`src/rtl/lsu_mem_ctrl.sv`:
```
// lsu_mem_ctrl: RV32 load/store unit memory controller.
// Decodes load/store size and alignment, runs a req/gnt/rvalid data bus
// handshake and stalls the pipeline while an access is outstanding.
// Optional bus-wait timeout is enabled by defining LSU_TIMEOUT_EN.
module lsu_mem_ctrl #(
  parameter int unsigned TIMEOUT_CYCLES = 255
) (
  input  logic        clk,
  input  logic        rstn,
  input  logic        flush_i,
  input  logic        mem_valid_i,
  input  logic        is_load_i,
  input  logic        is_store_i,
  input  logic [31:0] addr_i,
  input  logic [31:0] wdata_i,
  input  logic [2:0]  funct3_i,
  output logic [1:0]  byte_lane_o,
  output logic [1:0]  access_size_o,
  output logic        unsigned_load_o,
  output logic        align_err_o,
  output logic        stall_o,
  output logic        done_o,
  output logic [31:0] rdata_o,
  output logic        bus_err_o,
  output logic        dmem_req_o,
  output logic        dmem_we_o,
  output logic [31:0] dmem_addr_o,
  output logic [3:0]  dmem_be_o,
  output logic [31:0] dmem_wdata_o,
  input  logic        dmem_gnt_i,
  input  logic        dmem_rvalid_i,
  input  logic [31:0] dmem_rdata_i
);

  typedef enum logic [2:0] {
    S_IDLE  = 3'd0,
    S_REQ   = 3'd1,
    S_RESP  = 3'd2,
    S_DRAIN = 3'd3,
    S_DONE  = 3'd4
  } state_e;

  state_e      state_q, state_d;
  logic [31:0] addr_q, addr_d;
  logic [3:0]  be_q, be_d;
  logic [31:0] wdata_q, wdata_d;
  logic        we_q, we_d;
  logic [31:0] rdata_q, rdata_d;
  logic        bus_err_d;

  logic        misalign_c;
  logic        illegal_c;
  logic [3:0]  be_c;
  logic [31:0] wdata_c;
  logic        accept_c;
  logic        busy_c;
  logic        timeout_c;

  // Size/alignment decode and byte-enable / replicated store data generation
  always_comb begin
    byte_lane_o     = addr_i[1:0];
    access_size_o   = funct3_i[1:0];
    unsigned_load_o = funct3_i[2];
    misalign_c      = ((funct3_i[1:0] == 2'b01) && addr_i[0]) ||
                      ((funct3_i[1:0] == 2'b10) && (addr_i[1:0] != 2'b00));
    illegal_c       = is_load_i ? ((funct3_i == 3'b011) || (funct3_i == 3'b110) ||
                                   (funct3_i == 3'b111))
                                : funct3_i[2];
    align_err_o     = (is_load_i || is_store_i) && (misalign_c || illegal_c);
    case (funct3_i[1:0])
      2'b00: begin
        be_c    = 4'b0001 << addr_i[1:0];
        wdata_c = {4{wdata_i[7:0]}};
      end
      2'b01: begin
        be_c    = 4'b0011 << addr_i[1:0];
        wdata_c = {2{wdata_i[15:0]}};
      end
      default: begin
        be_c    = 4'b1111;
        wdata_c = wdata_i;
      end
    endcase
  end

  assign accept_c = (state_q == S_IDLE) && mem_valid_i && (is_load_i || is_store_i) &&
                    !align_err_o && !flush_i;
  assign busy_c   = (state_q == S_REQ) || (state_q == S_RESP) || (state_q == S_DRAIN);

  // Next-state logic; completion and flush take priority over the timeout
  always_comb begin
    state_d   = state_q;
    addr_d    = addr_q;
    be_d      = be_q;
    wdata_d   = wdata_q;
    we_d      = we_q;
    rdata_d   = rdata_q;
    bus_err_d = 1'b0;
    case (state_q)
      S_IDLE: begin
        if (accept_c) begin
          state_d = S_REQ;
          addr_d  = {addr_i[31:2], 2'b00};
          be_d    = be_c;
          wdata_d = wdata_c;
          we_d    = is_store_i;
        end
      end
      S_REQ: begin
        if (flush_i) begin
          state_d = S_IDLE;
        end else if (dmem_gnt_i) begin
          state_d = S_RESP;
        end else if (timeout_c) begin
          state_d   = S_DONE;
          bus_err_d = 1'b1;
        end
      end
      S_RESP: begin
        if (flush_i) begin
          // Granted request cannot be cancelled: drain its response
          state_d = dmem_rvalid_i ? S_IDLE : S_DRAIN;
        end else if (dmem_rvalid_i) begin
          if (!we_q) begin
            rdata_d = dmem_rdata_i;
          end
          state_d = S_DONE;
        end else if (timeout_c) begin
          state_d   = S_DONE;
          bus_err_d = 1'b1;
        end
      end
      S_DRAIN: begin
        if (dmem_rvalid_i) begin
          state_d = S_IDLE;
        end else if (timeout_c) begin
          state_d   = S_IDLE;
          bus_err_d = 1'b1;
        end
      end
      S_DONE: begin
        state_d = S_IDLE;
      end
      default: begin
        state_d = S_IDLE;
      end
    endcase
  end

  // State and bus payload registers
  always_ff @(posedge clk or negedge rstn) begin
    if (!rstn) begin
      state_q <= S_IDLE;
      addr_q  <= '0;
      be_q    <= '0;
      wdata_q <= '0;
      we_q    <= 1'b0;
      rdata_q <= '0;
    end else begin
      state_q <= state_d;
      addr_q  <= addr_d;
      be_q    <= be_d;
      wdata_q <= wdata_d;
      we_q    <= we_d;
      rdata_q <= rdata_d;
    end
  end

  assign stall_o      = busy_c || accept_c;
  assign done_o       = (state_q == S_DONE);
  assign dmem_req_o   = (state_q == S_REQ);
  assign dmem_we_o    = we_q;
  assign dmem_addr_o  = addr_q;
  assign dmem_be_o    = be_q;
  assign dmem_wdata_o = wdata_q;
  assign rdata_o      = rdata_q;

`ifdef LSU_TIMEOUT_EN
  localparam int unsigned CNT_W = (TIMEOUT_CYCLES > 1) ? $clog2(TIMEOUT_CYCLES) : 1;

  logic [CNT_W-1:0] cnt_q, cnt_d;
  logic             bus_err_q;

  // Bus-wait counter: cleared on accept, counts every outstanding cycle
  always_comb begin
    cnt_d = cnt_q;
    if (accept_c) begin
      cnt_d = '0;
    end else if (busy_c) begin
      cnt_d = cnt_q + CNT_W'(1);
    end
  end

  assign timeout_c = (cnt_q == CNT_W'(TIMEOUT_CYCLES - 1));

  // Counter and one-cycle bus error pulse registers
  always_ff @(posedge clk or negedge rstn) begin
    if (!rstn) begin
      cnt_q     <= '0;
      bus_err_q <= 1'b0;
    end else begin
      cnt_q     <= cnt_d;
      bus_err_q <= bus_err_d;
    end
  end

  assign bus_err_o = bus_err_q;
`else
  logic unused_timeout;

  assign timeout_c      = 1'b0;
  assign bus_err_o      = 1'b0;
  assign unused_timeout = ^{32'(TIMEOUT_CYCLES), bus_err_d};
`endif

endmodule

```
`config.mk`:
```
export PLATFORM = sky130hd
export DESIGN_NAME = lsu_mem_ctrl
export DESIGN_NICKNAME = d
export VERILOG_FILES = /design/src/rtl/lsu_mem_ctrl.sv
export SDC_FILE = /design/constraint.sdc
export NUM_CORES = 1
export LEC_CHECK = 0
export CAP_MARGIN = 5
export CORE_MARGIN = 5
export CORE_UTILIZATION = 43
export DETAILED_ROUTE_END_ITERATION = 6
export GPL_TIMING_DRIVEN = 0
export PLACE_DENSITY = 0.94
export SETUP_SLACK_MARGIN = 0.2
export SLEW_MARGIN = 0
export SYNTH_ARGS = -nofsm -noshare
export SYNTH_HDL_FRONTEND = slang
export SYNTH_SLANG_ARGS = --single-unit
```
`constraint.sdc`:
```
create_clock -name clk -period 3.8 [get_ports clk]
set_clock_uncertainty 0.2 [all_clocks]
set_input_delay 1.14 -clock clk [delete_from_list [all_inputs] [get_ports clk]]
set_output_delay 1.14 -clock clk [all_outputs]
set_load 0.1 [all_outputs]
```
==> flow_summary.json <==
{
  "dp.final_hpwl_um": 9870,
  "drv_cap": 0,
  "cp.depth": 7,
  "drtIter0Drc": 70,
  "area_growth_pct": 60.6,
  "grt_setup_unrepaired": "true",
  "synth_seq_area_share_pct": 58.6,
  "ys_ff_latch": 102,
  "pwr-share-clk_pct": 10.9,
  "r2r_slack_ns": 1.66,
  "start_kind": "primary input",
  "final_common_cell": "clkdlybuf4s50_1",
  "drc_errors": 0,
  "power.density_mw_per_mm2": 845,
  "final_hold_viol_count": 0,
  "cts_tree": "yes",
  "path_cells": "buf_12, nor2_4, o21bai_4, a221oi_4, o2111ai_2, a21oi_2, buf_12",
  "track_usage_pct": 20.8,
  "slew_headroom_pct": 32.1,
  "p_int_w": 0.00257,
  "synth.cell_area_mm2": 0.00435,
  "final_cell_mix": "clkdlybuf4s50_1, dfrtp_1, mux2_2",
  "cts_sinks": 102,
  "row_count": 36,
  "fin_crit_sh_pct": 96.9,
  "syn_inst": 302,
  "vias_per_cell": 4.92,
  "outcome": "completed",
  "fin_crit_ns": 3.68,
  "cts_root_buf": "clkbuf_8",
  "core_area_mm2": 0.00982,
  "design_area_mm2": 0.00699,
  "p_switching_w": 0.00334,
  "ir_drop_uv": 594,
  "ioPinCount": 218,
  "cpPeakStageDelay_ns": 0.28,
  "seq_power_share_pct": 26.5,
  "cts_max_path_buffers": 2,
  "num_antenna_cells": 0,
  "drt_pass1_iterations": 4,
  "yosys.cell_types.count": 27,
  "grt_pass1_wl_um": 20200,
  "grt_max_degree": 68,
  "fmax_mhz": 272,
  "avgSynthCellArea_um2": 14.4,
  "die_w_um": 111,
  "cts_made_buffers": 9,
  "hold_buffers": 0,
  "finalSetupViolations": 0,
  "switching_share_pct": 56.6,
  "endpoint": "stall_o",
  "instances_no_fill": 675,
  "dp.cells": 652,
  "vias": 3320,
  "fill_cells": 686,
  "placed_area_mm2": 0.00671,
  "start_util_pct": 44.3,
  "worstPathMaxFanout": 5,
  "startpoint": "addr_i[0]",
  "setup_tns_ns": 0,
  "drive_gt1_share_pct": 28.8,
  "hp-class": "reg2reg",
  "h-tree-depth": 3,
  "min_path_cells": 1,
  "crit_required_ns": 2.46,
  "dieArea_mm2": 0.0122,
  "wl_um": 12600,
  "p_leak_nw": 3.06,
  "place.gp.congestion": 0.790,
  "fin_nets": 644,
  "wl_per_cell_um": 18.7,
  "worstReg2RegEnd": "rdata_o[2]",
  "cp_slowest_cell": "a221oi_4",
  "worst_pin_slew_ns": 1.02,
  "r2r_start": "state_q[0]",
  "end_kind": "primary output",
  "fp.dieH_um": 111,
  "ant_nets": 0,
  "yosysWarnings": 0,
  "path_common_cell": "buf_12",
  "finalPower_w": 0.00591,
  "finalWorstSetupSlack_ns": 0.119,
  "portBuffers": 214,
  "antenna_found_initial": 0,
  "clock_latency_ns": 0.36,
  "finalMaxSlewViolations": 0,
  "timing.critical_path.buf_inv": 2,
  "power_frac_comb_pct": 62.5,
  "cp_data_arrival_time_ns": 2.34,
  "path_clk_slew_ns": 0.10,
  "place_ws_ns": -1.41,
  "crit_family": "compound AO/OA/AOI/OAI gates",
  "grt_pass1_vias": 3751,
  "r2r_cells": 6,
  "grt_overflow": 0,
  "criticalPathCategory": "in2out"
}
==> repair_timing <==
item	in CTS	in global routing
gates resized for setup	58	14
endpoints found under the setup margin	9	5
setup buffers	4	3
pin swaps	4	5
==> cells in the mapped netlist <==
| master | count | share of area (%) |
|---|---|---|
| nor3b_1 | 1 | 0.17 |
| a221oi_2 | 1 | 0.34 |
| nor2b_1 | 2 | 0.29 |
| mux2_1 | 19 | 4.9 |
| and4b_1 | 1 | 0.23 |
| buf_1 | 2 | 0.17 |
| buf_2 | 7 | 0.80 |
| nand2_1 | 9 | 0.78 |
| clkbuf_1 | 3 | 0.26 |
| inv_1 | 4 | 0.34 |
| and2_1 | 1 | 0.14 |
| nor2_1 | 10 | 0.86 |
| nand4_1 | 1 | 0.14 |
| mux2_2 | 95 | 25 |
| nand4b_1 | 1 | 0.20 |
| dfrtp_1 | 102 | 59 |
| o2111ai_1 | 1 | 0.20 |
| o21ai_0 | 11 | 1.3 |
| o21bai_1 | 2 | 0.34 |
| a21oi_1 | 3 | 0.34 |
| a31oi_1 | 1 | 0.14 |
| mux2i_1 | 10 | 2.3 |
| conb_1 | 1 | 0.086 |
| nor3_1 | 1 | 0.11 |
| nand2b_1 | 2 | 0.29 |
| buf_4 | 9 | 1.6 |
| buf_6 | 2 | 0.52 |
==> per-layer routing <==
metal | vias to the layer above | wire length [um] | track usage (%)
li1 | 1521 | - | -
met1 | 1643 | 4610 | 22.1
met2 | 134 | 6730 | 37.7
met3 | 22 | 1020 | 7.39
met4 | 0 | 285 | 7.72
met5 | - | 0 | 0
==> flip-flops by register name (all words and copies together), names as in the netlist <==
register      cells
dmem_addr_o      30
dmem_be_o         4
dmem_wdata_o     32
dmem_we_o         1
rdata_o          32
state_q           3
==> cells by family after synthesis <==
family          Yosys count  share of synthesized area (%)
buf+inv                  27                           3.65
mux                     124                           31.8
flops                   102                           58.6
other cells               1                         0.0861
simple gates             29                           3.22
compound gates           19                           2.64
==> per-stage QoR <==
step / utilization, % / hold WS, ns
2_1_floorplan: - / 0.309
5_1_grt: 71.2 / 0.320
3_3_place_gp: 68.0 / 0.268
4_1_cts: 70.7 / 0.308
6_report: 71.2 / 0.300
3_5_place_dp: 68.3 / 0.284
==> how the worst min path moves through the flow <==
stage	slack, ns	startpoint	endpoint
5_1_grt	0.32	dmem_addr_o[25]	dmem_addr_o[25]
3_3_place_gp	0.27	rdata_o[30]	rdata_o[30]
6_report	0.30	dmem_addr_o[17]	dmem_addr_o[17]
4_1_cts	0.31	dmem_addr_o[30]	dmem_addr_o[30]
3_5_place_dp	0.28	dmem_addr_o[17]	dmem_addr_o[17]
2_1_floorplan	0.31	state_q[2]	state_q[1]
==> cell type report <==
cell class | count | area (um^2) | area share, %
flip-flops and latches | 102 | 2550 | 36.5
repair buffers | 222 | 2230 | 31.8
multi-input cells | 175 | 1700 | 24.4
well taps | 133 | 166 | 2.38
clock buffers | 12 | 155 | 2.22
plain buffers | 23 | 144 | 2.06
clock inverters | 4 | 31.3 | 0.447
inverters | 4 | 15.0 | 0.215
==> power groups by stage <==
stage | combinational (W) | sequential, W | clock (W)
2_1_floorplan | 0.000396 | 0.00392 | 0
3_3_place_gp | 0.00366 | 0.00157 | 0
3_5_place_dp | 0.00370 | 0.00159 | 0
4_1_cts | 0.00371 | 0.00157 | 0.000666
5_1_grt | 0.00379 | 0.00161 | 0.000707
6_report | 0.00369 | 0.00157 | 0.000647
(Power assumes the default switching activity.)
